[src/rtl/ddr5_rsp_pkg.sv]
// Shared types and constants for the DDR5 command responder and its bench.
package ddr5_rsp_pkg;

  localparam int unsigned BG_W   = 3;
  localparam int unsigned BANK_W = 2;
  localparam int unsigned ROW_W  = 16;
  localparam int unsigned COL_W  = 8;

  typedef enum logic [2:0] {
    CMD_NOP  = 3'd0,
    CMD_ACT0 = 3'd1,
    CMD_ACT1 = 3'd2,
    CMD_RD   = 3'd3,
    CMD_WR   = 3'd4,
    CMD_PRE  = 3'd5
  } cmd_t;

  typedef enum logic [2:0] {
    ERR_NONE      = 3'd0,
    ERR_ACT_SEQ   = 3'd1,
    ERR_BANK_BUSY = 3'd2,
    ERR_NOT_OPEN  = 3'd3,
    ERR_TRCD      = 3'd4,
    ERR_TRAS      = 3'd5,
    ERR_TRP       = 3'd6
  } err_t;

  typedef enum logic [1:0] {
    BS_IDLE,
    BS_ACT_PEND,
    BS_OPEN,
    BS_CLOSING
  } bank_state_t;

  typedef struct packed {
    logic [BG_W-1:0]   bg;
    logic [BANK_W-1:0] bank;
    logic [ROW_W-1:0]  row;
    logic [COL_W-1:0]  col;
  } rd_tag_t;

  function automatic logic [7:0] sat_inc8(input logic [7:0] v);
    return (v == 8'hFF) ? v : v + 8'd1;
  endfunction

endpackage

[src/rtl/ddr5_rsp_delay_line.sv]
// Fixed-latency shift pipeline with per-stage valid; one slot per cycle.
module ddr5_rsp_delay_line #(
  parameter int unsigned DEPTH = 4,
  parameter int unsigned WIDTH = 8
) (
  input  logic             clock,
  input  logic             reset,
  input  logic             in_valid,
  input  logic [WIDTH-1:0] in_data,
  output logic             out_valid,
  output logic [WIDTH-1:0] out_data
);

  logic [DEPTH-1:0] vld_q, vld_d;
  logic [WIDTH-1:0] dat_q [DEPTH];
  logic [WIDTH-1:0] dat_d [DEPTH];

  always_comb begin
    vld_d    = '0;
    vld_d[0] = in_valid;
    dat_d[0] = in_valid ? in_data : '0;
    for (int unsigned i = 1; i < DEPTH; i++) begin
      vld_d[i] = vld_q[i-1];
      dat_d[i] = dat_q[i-1];
    end
  end

  always_ff @(posedge clock or posedge reset) begin
    if (reset) begin
      vld_q <= '0;
      for (int unsigned i = 0; i < DEPTH; i++) dat_q[i] <= '0;
    end else begin
      vld_q <= vld_d;
      dat_q <= dat_d;
    end
  end

  assign out_valid = vld_q[DEPTH-1];
  assign out_data  = dat_q[DEPTH-1];

endmodule

[src/rtl/ddr5_cmd_responder.sv]
// DDR5 device-side responder: per-bank state/timing check, error reporting, RD/WR completions.
// Optional DDR5_RSP_TRACE_EN adds a simulation-only command trace.
module ddr5_cmd_responder
  import ddr5_rsp_pkg::*;
#(
  parameter int unsigned NUM_BG   = 8,
  parameter int unsigned NUM_BANK = 4,
  parameter int unsigned T_RCD    = 39,
  parameter int unsigned T_RAS    = 76,
  parameter int unsigned T_RP     = 39,
  parameter int unsigned T_CL     = 40,
  parameter int unsigned T_CWL    = 38
) (
  input  logic                         clock,
  input  logic                         reset,
  input  logic                         cmd_valid,
  input  logic [2:0]                   cmd,
  input  logic [BG_W-1:0]              cmd_bg,
  input  logic [BANK_W-1:0]            cmd_bank,
  input  logic [ROW_W-1:0]             cmd_row,
  input  logic [COL_W-1:0]             cmd_col,
  output logic                         err_valid,
  output logic [2:0]                   err_code,
  output logic [15:0]                  err_count,
  output logic                         rd_valid,
  output logic [BG_W-1:0]              rd_bg,
  output logic [BANK_W-1:0]            rd_bank,
  output logic [ROW_W-1:0]             rd_row,
  output logic [COL_W-1:0]             rd_col,
  output logic                         wr_ack,
  output logic [NUM_BG*NUM_BANK-1:0]   open_banks
);

  localparam int unsigned NB    = NUM_BG * NUM_BANK;
  localparam int unsigned IDX_W = BG_W + BANK_W;
  localparam logic [7:0] RCD_C = 8'(T_RCD);
  localparam logic [7:0] RAS_C = 8'(T_RAS);
  localparam logic [7:0] RP_C  = 8'(T_RP);

  bank_state_t          state_q   [NB];
  bank_state_t          state_d   [NB];
  logic [7:0]           cnt_act_q [NB];
  logic [7:0]           cnt_act_d [NB];
  logic [7:0]           cnt_pre_q [NB];
  logic [7:0]           cnt_pre_d [NB];
  logic [ROW_W-1:0]     row_q     [NB];
  logic [ROW_W-1:0]     row_d     [NB];
  logic                 pend_q, pend_d;
  logic [IDX_W-1:0]     pend_idx_q, pend_idx_d;
  logic                 err_valid_q, err_valid_d;
  err_t                 err_code_q, err_d, op_err;
  logic [15:0]          err_count_q, err_count_d;

  logic [IDX_W-1:0]     idx;
  logic                 act1_match;
  cmd_t                 op;
  logic                 rd_push, wr_push;
  rd_tag_t              rd_tag_in, rd_tag_out;
  logic                 rd_v_out, wr_v_out;
  logic [0:0]           wr_d_out;

  assign idx        = {cmd_bg, cmd_bank};
  assign act1_match = pend_q && cmd_valid && (cmd_t'(cmd) == CMD_ACT1) && (idx == pend_idx_q);

  always_comb begin
    for (int unsigned i = 0; i < NB; i++) begin
      state_d[i]   = state_q[i];
      cnt_act_d[i] = sat_inc8(cnt_act_q[i]);
      cnt_pre_d[i] = sat_inc8(cnt_pre_q[i]);
      row_d[i]     = row_q[i];
      // A closing bank whose tRP has elapsed is IDLE for this cycle's command too
      if (state_q[i] == BS_CLOSING && cnt_pre_q[i] >= RP_C) state_d[i] = BS_IDLE;
    end
    pend_d     = 1'b0;
    pend_idx_d = pend_idx_q;
    err_d      = ERR_NONE;
    op_err     = ERR_NONE;
    rd_push    = 1'b0;
    wr_push    = 1'b0;
    rd_tag_in  = '{bg: cmd_bg, bank: cmd_bank, row: row_q[idx], col: cmd_col};
    op         = cmd_valid ? cmd_t'(cmd) : CMD_NOP;

    // Pending activate is resolved first; a broken pair frees the bank so the
    // offending command is then judged against IDLE.
    if (pend_q) begin
      if (act1_match) begin
        state_d[pend_idx_q]   = BS_OPEN;
        cnt_act_d[pend_idx_q] = 8'd1;
        op                    = CMD_NOP;
      end else begin
        state_d[pend_idx_q] = BS_IDLE;
        err_d               = ERR_ACT_SEQ;
      end
    end

    case (op)
      CMD_ACT0: begin
        case (state_d[idx])
          BS_IDLE: begin
            state_d[idx] = BS_ACT_PEND;
            row_d[idx]   = cmd_row;
            pend_d       = 1'b1;
            pend_idx_d   = idx;
          end
          BS_CLOSING: op_err = ERR_TRP;
          default:    op_err = ERR_BANK_BUSY;
        endcase
      end
      CMD_ACT1: op_err = ERR_ACT_SEQ;
      CMD_RD, CMD_WR: begin
        if (state_d[idx] != BS_OPEN)     op_err = ERR_NOT_OPEN;
        else if (cnt_act_q[idx] < RCD_C) op_err = ERR_TRCD;
        else if (op == CMD_RD)           rd_push = 1'b1;
        else                             wr_push = 1'b1;
      end
      CMD_PRE: begin
        if (state_d[idx] == BS_OPEN) begin
          if (cnt_act_q[idx] < RAS_C) op_err = ERR_TRAS;
          else begin
            state_d[idx]   = BS_CLOSING;
            cnt_pre_d[idx] = 8'd1;
          end
        end
      end
      default: ;
    endcase

    if (err_d == ERR_NONE) err_d = op_err;
    err_valid_d = (err_d != ERR_NONE);
    err_count_d = (err_valid_d && err_count_q != 16'hFFFF) ? err_count_q + 16'd1 : err_count_q;
  end

  always_ff @(posedge clock or posedge reset) begin
    if (reset) begin
      for (int unsigned i = 0; i < NB; i++) begin
        state_q[i]   <= BS_IDLE;
        cnt_act_q[i] <= '0;
        cnt_pre_q[i] <= '0;
        row_q[i]     <= '0;
      end
      pend_q      <= 1'b0;
      pend_idx_q  <= '0;
      err_valid_q <= 1'b0;
      err_code_q  <= ERR_NONE;
      err_count_q <= '0;
    end else begin
      state_q     <= state_d;
      cnt_act_q   <= cnt_act_d;
      cnt_pre_q   <= cnt_pre_d;
      row_q       <= row_d;
      pend_q      <= pend_d;
      pend_idx_q  <= pend_idx_d;
      err_valid_q <= err_valid_d;
      err_code_q  <= err_d;
      err_count_q <= err_count_d;
    end
  end

  always_comb begin
    open_banks = '0;
    for (int unsigned i = 0; i < NB; i++) open_banks[i] = (state_q[i] == BS_OPEN);
  end

  ddr5_rsp_delay_line #(.DEPTH(T_CL), .WIDTH($bits(rd_tag_t))) u_rd_line (
    .clock     (clock),
    .reset     (reset),
    .in_valid  (rd_push),
    .in_data   (rd_tag_in),
    .out_valid (rd_v_out),
    .out_data  (rd_tag_out)
  );

  ddr5_rsp_delay_line #(.DEPTH(T_CWL), .WIDTH(1)) u_wr_line (
    .clock     (clock),
    .reset     (reset),
    .in_valid  (wr_push),
    .in_data   (1'b1),
    .out_valid (wr_v_out),
    .out_data  (wr_d_out)
  );

  assign err_valid = err_valid_q;
  assign err_code  = err_code_q;
  assign err_count = err_count_q;
  assign rd_valid  = rd_v_out;
  assign rd_bg     = rd_tag_out.bg;
  assign rd_bank   = rd_tag_out.bank;
  assign rd_row    = rd_tag_out.row;
  assign rd_col    = rd_tag_out.col;
  assign wr_ack    = wr_v_out & wr_d_out[0];

`ifdef DDR5_RSP_TRACE_EN
  int unsigned trace_cyc;

  initial trace_cyc = 0;

  always @(posedge clock) begin
    if (!reset) begin
      if (cmd_valid && cmd_t'(cmd) != CMD_NOP && (act1_match || op_err == ERR_NONE)) begin
        case (cmd_t'(cmd))
          CMD_ACT0: $display("%0d 0 %s %0d %0d %h", trace_cyc, cmd_t'(cmd).name(), cmd_bg, cmd_bank, cmd_row);
          CMD_ACT1: $display("%0d 0 %s %0d %0d %h", trace_cyc, cmd_t'(cmd).name(), cmd_bg, cmd_bank, row_q[idx]);
          CMD_RD, CMD_WR: $display("%0d 0 %s %0d %0d %h", trace_cyc, cmd_t'(cmd).name(), cmd_bg, cmd_bank, cmd_col);
          default: $display("%0d 0 %s %0d %0d", trace_cyc, cmd_t'(cmd).name(), cmd_bg, cmd_bank);
        endcase
      end
      if (err_valid_d) $display("ERR %0d", err_d);
    end
    trace_cyc = trace_cyc + 1;
  end
`endif

endmodule

[config.mk]
export PLATFORM = sky130hd
export DESIGN_NAME = ddr5_cmd_responder
export DESIGN_NICKNAME = d
export VERILOG_FILES = /design/src/rtl/ddr5_rsp_pkg.sv /design/src/rtl/ddr5_rsp_delay_line.sv /design/src/rtl/ddr5_cmd_responder.sv
export SDC_FILE = /design/constraint.sdc
export NUM_CORES = 2
export LEC_CHECK = 0
export ABC_AREA = 1
export ABC_CLOCK_PERIOD_IN_PS = 112200
export CAP_MARGIN = 0
export CELL_PAD_IN_SITES_DETAIL_PLACEMENT = 0
export CELL_PAD_IN_SITES_GLOBAL_PLACEMENT = 2
export CORE_ASPECT_RATIO = 1.5
export CORE_MARGIN = 2
export CORE_UTILIZATION = 33
export CTS_CLUSTER_SIZE = 20
export DETAILED_ROUTE_END_ITERATION = 7
export MAX_ROUTING_LAYER = met4
export PLACE_DENSITY_LB_ADDON = 0.1
export RECOVER_POWER = 100
export SLEW_MARGIN = 20
export SYNTH_ARGS = -nofsm -noshare
export SYNTH_HDL_FRONTEND = slang
export SYNTH_SLANG_ARGS = --single-unit
[constraint.sdc]
create_clock -name clock -period 112.2 [get_ports clock]
set_input_delay 16.83 -clock clock [delete_from_list [all_inputs] [get_ports clock]]
set_output_delay 16.83 -clock clock [all_outputs]
set_load 0.05 [all_outputs]
---- Word level (Yosys, flattened, before mapping) ----
Cells that the tools add are included.
storage, ports and cells
  register bits after elaboration ......... 2,390
  input bits .............................. 35
  output and inout bits ................... 83
  logic and storage cells ................. 667
cells by class
  add/sub/neg operators ................... 65
  $lt $le $gt $ge ......................... 38
  eq/ne operators ......................... 139
  multiplexer cells ....................... 151
  bitwise gates (word level) .............. 18
  reductions and logical operators ........ 43
operators with widths
  cell                                                                                 count
  256-bit two-way mux                                                                  5
  8-bit two-way mux                                                                    68
  8-bit by 1-bit adder with 8-bit output, second input constant                        64
  512-bit bitwise mux                                                                  1
  8-bit == test, second input constant                                                 64
  224-bit bitwise AND                                                                  2
  224-bit NOT                                                                          2
  64-bit two-way mux                                                                   5
  8-bit by 6-bit greater-or-equal comparator with 1-bit output, second input constant  32
  2-bit == test, second input constant                                                 66
  32-bit bitwise OR                                                                    4
  64-bit case mux with 2 select lines                                                  1
  16-bit binary-select mux with 5-bit select                                           1
  16-bit demux with 5-bit select                                                       1
  8-bit demux with 5-bit select                                                        2
  2-bit two-way mux                                                                    36
  32-bit bitwise AND                                                                   2
  64-bit bitwise AND                                                                   1
  32-bit NOT                                                                           2
  64-bit NOT                                                                           1
  64-bit bitwise OR                                                                    1
  16-bit two-way mux                                                                   3
  8-bit binary-select mux with 5-bit select                                            1
  1-bit logical AND                                                                    38
  25 further kinds                                                                     51

---- Depth between registers and ports, before layout ----
  depth in word-level cells ............... 18
  gate-level depth with buffers ........... 24
  gate-level depth less buffers ........... 22

---- Cells and area by module ----
A second synthesis with hierarchy kept.
unflattened totals
  cell total of the unflattened synthesis .. 8,319
  area, all modules ....................... 88,072.0 um^2
modules (own cells, without submodules)
  module                            instances  cells each  area each (um^2)  seq. area each (um^2)
  ddr5_cmd_responder                1          6,978       55,884.8          27,876.7
  ddr5_rsp_delay_line at u_rd_line  1          1,262       30,274.0          30,028.8
  ddr5_rsp_delay_line at u_wr_line  1          79          1,913.1           1,901.8

---- Least setup slack after synthesis ----
Ideal clock, no wire load.
  path kind ............................... input-to-reg
  start point ............................. input cmd_bg[0]
  end point ............................... register cnt_pre_q[209] in the netlist's numbering
  setup time .............................. 0.119 ns
  arrival ................................. 18.923 ns
  data required time ...................... 112.081 ns
  slack ................................... 93.158 ns
  stages on the path ...................... 21
  buffers on the path ..................... 3
  path through ............................ inv_2 > nand2_1 > nand2_1 > nand2_1 > nor2_4 > buf_6 > nand3_4 > nand2_1 > nand2_1 > nand2_1 > o21ai_0 > nand2_1 > nor2_2 > nand2_2 > nand2_2 > nor3_2 > buf_4 > buf_4 > nand2_2 > o211ai_1 > inv_2
RTL lines
  what                  line                       source
  start, declared       ddr5_cmd_responder.sv:18   input logic [BG_W-1:0] cmd_bg,
  end signal, assigned  ddr5_cmd_responder.sv:149  cnt_pre_q <= cnt_pre_d;
  end, declared         ddr5_cmd_responder.sv:44   logic [7:0] cnt_pre_q [NB];

==> qor.yml <==
timing:
  setup_viol: 0
  clock_skew_ps: 122
  relSlewSlack_pct: -517
  grt_setup_unrepaired: "false"
  report.final.slew_viol_count: 2892
  fin_crit_ps: 36160
  fin_crit_sh_pct: 32.2
  tightest_slew_ps: 9260
  hold_viol_final: 0
  max_freq_mhz: 27.7
  setup_tns_ps: 0
worst_setup_path:
  crit_family: "buffers and inverters"
  worstPathCellList: "dlygate4sd3_1 > clkinvlp_2 > clkbuf_1 > clkbuf_1 > clkbuf_1 > clkbuf_1"
  path_common_cell: "clkbuf_1"
  path_class: "primary input to asynchronous set/reset pin"
  path_buf_inv: 6
  cp_max_fo: 194
  critPathSlowestCell: "clkbuf_1"
  required_ps: 110910
  crit_path_max_incr_delay_ps: 6670
  end_kind: "asynchronous set/reset pin"
  arrival_ps: 34870
  start_kind: "primary input"
routing:
  wl_per_cell_um: 19.8
  num_vias: 57282
  drt_iter0_drc: 3583
  ant_nets: 0
  viasPerCell: 4.76
  drc: 0
  drt_wl_total_um: 239000
  first_pass_iters: 5
clock_tree:
  clock_latency_ps: 930
  tritoncts: "yes"
  cts_buffers: 238
  clockBufferDepth: 4
  cts-root-buf: "clkbuf_16"
  cts.clk_slew.worst_paths_ps: 70
  htreeDepth: 4
  cts_hold_buf: 0
  postCtsSetupRepairBufs: 0
  cts.sinks: 2352
  ctsResizeCount: 0
layout:
  multiInputGateArea_mm2: 0.0229
  postLayoutCellArea_mm2: 0.0993
  drive_gt1_share_pct: 5.92
  area_growth_pct: 14.4
  register_area_mm2: 0.0589
  fin_nets: 8464
  nFillCells: 25807
floorplan:
  dieArea_mm2: 0.267
  fp-row-count: 230
  io_pins: 118
  die_x_um: 423
  core_mm2: 0.262
  die_y_um: 632
  start_util_pct: 33.2
hold_path:
  hold_class: "flip-flop to flip-flop"
global_routing:
  antenna_found_initial: 11
  groute.usage.overall_pct: 18.6
  overflow: 0
  first_global_vias: 58890
  grt_pass1_wl_um: 372000
  grt_max_degree: 195
run_status:
  violations: "max-capacitance violations, max-slew violations"
  status: "finished with violations"
yosys:
  ys_seq_area_share_pct: 67.8
  syn_nets: 8307
  ys_warn_count: 0
  synth_top_area_share_pct: 67.8
  ys.flop_type: "dfrtp_1"
  yosysTopAreaCell: "dfrtp_1"
  synthTopCellsByArea: "dfrtp_1, nand2_1, o21ai_0"
  syn_area_mm2: 0.0868
  ys_types: 48
  ys_top_cells_by_count: "dfrtp_1, nand2_1, o21ai_0, inv_1, nor2_1"
  synth.most_common_cell: "dfrtp_1"
  synthArstFlopShare_pct: 100
  postSynthCellCount: 8207
  synth-seq-cells: 2352
  synth.avg_cell_area_um2: 10.6
  synth_edf_count: 0
placed_design:
  gp_congestion: 0.833
  placed_cell_area_mm2: 0.0918
  io_buffers: 117
  place.detailed.hpwl_um: 154000
power_and_ir_drop:
  p_clk_share_pct: 45.1
  p_sw_mw: 0.462
  leakage_nw: 49.3
  intPower_mw: 1.40
  p_per_area_mw_per_mm2: 18.7
  power_frac_seq_pct: 47.7
  pwr-share-comb_pct: 7.3
  ir_drop_mv: 0.0144
  p_sw_share_pct: 24.8
  p_total_mw: 1.86
run:
  maxCapViolCount: 46
==> path summary, 6_finish.rpt <==
kind / startpoint / endpoint / slack (ps) / cells past startpoint
max: reset / u_rd_line.dat_d[453] / 76040 / 6
min: u_rd_line.dat_d[233] / u_rd_line.dat_d[204] / 280 / 0
max reg2reg: pend_idx_q[4] / row_q[347] / 102920 / 23
min reg2reg: u_rd_line.dat_d[233] / u_rd_line.dat_d[204] / 280 / 0
max in group clock: cmd_bank[1] / row_q[347] / 86390 / 24
min in group asynchronous: reset / u_rd_line.dat_d[113] / 17960 / 2
==> layout make-up <==
type | count | area share, %
sequential | 2352 | 59.3
multi-input combinational | 4689 | 23.1
clock buffer | 324 | 6.86
tap | 3480 | 4.38
inverter | 892 | 3.38
timing repair buffer | 191 | 1.62
clock inverter | 101 | 1.41
antenna | 8 | 0.0202
==> state kept, by name, summed over array words and instances, names as in the netlist <==
| signal | cells |
|---|---|
| err_valid | 1 |
| u_wr_line.vld_q | 37 |
| u_rd_line.vld_q | 40 |
| pend_q | 1 |
| err_code | 3 |
| cnt_act_q | 256 |
| u_wr_line.out_data | 1 |
| u_rd_line.out_data | 29 |
| cnt_pre_q | 256 |
| state_q | 64 |
| row_q | 512 |
| u_rd_line.dat_d | 1131 |
| pend_idx_q | 5 |
| err_count | 16 |
==> kinds of logic (layout without fill, tap and decap cells) <==
logic type	Yosys count	after routing	share of synthesized area (%)
buffers and inverters	1166	1508	5.31
multiplexers	1	1	0.0130
XOR/XNOR	81	81	0.817
AO/OA/AOI/OAI	1566	1566	10.2
adder cells (fa/ha/maj)	65	65	0.937
AND/OR/NAND/NOR	2976	2976	14.9
flip-flops	2352	2352	67.8
other	0	8	0
==> placed cells by master, fill, tap and decap left out, drive strengths merged, types with 66 or more instances in the layout <==
cell type / synthesis / layout
inv: 891 / 882
clkbuf: 142 / 363
nor2: 584 / 584
o21ai: 898 / 898
nand3: 451 / 451
clkinv: 1 / 69
xor2: 66 / 66
dlygate4sd3: 0 / 85
o211ai: 181 / 181
dfrtp: 2352 / 2352
a21oi: 126 / 126
nor3: 162 / 162
o22ai: 300 / 300
nand2: 1611 / 1611
==> layer usage <==
layer,up-vias,part of all wire (%),GRT usage [%]
met5,-,0,-
met3,304,3.4,2.22
met4,0,2.1,3.98
li1,27182,-,-
met1,28895,44,23.7
met2,901,51,31.6
==> worst register-to-register path: stages, from the launching register on <==
cell      delay (ps)
dfrtp_1          480
inv_2             90
nand2_1          110
nand2_1           80
clkinv_1          40
nand2_1          110
nor2_8           100
clkbuf_1        1630
nand3_1         1120
nand2_1          330
nand2_1           90
nand2_1           60
o21ai_0           70
nand2_1          120
nor2_1           120
nand2_1          140
inv_1             90
nand3_1           70
clkbuf_1        1120
inv_1            600
clkbuf_1         710
nand2_1          310
clkbuf_1        1260
o21ai_0          260
==> per-stage QoR <==
| stage | hold slack, ps | setup WS (ps) | cells | util [%] |
|---|---|---|---|---|
| final | 275 | 76040 | 12037 | 38.0 |
| after global routing | 278 | 71120 | 12035 | 38.0 |
| after CTS | 267 | 90490 | 12028 | 38.2 |
| after detailed placement | 335 | 89550 | 11603 | 35.1 |
| after global placement | 331 | 89540 | 11603 | 35.1 |
| after floorplan | 331 | 28900 | 8207 | - |
==> power groups by stage <==
stage	combinational [mW]	sequential (mW)	clock [mW]
after floorplan	0.0853	0.903	0
after global placement	0.143	0.902	0
after detailed placement	0.143	0.902	0
after CTS	0.144	0.886	0.871
after global routing	0.151	0.889	0.906
final	0.136	0.887	0.838
(Power assumes the default switching activity.)
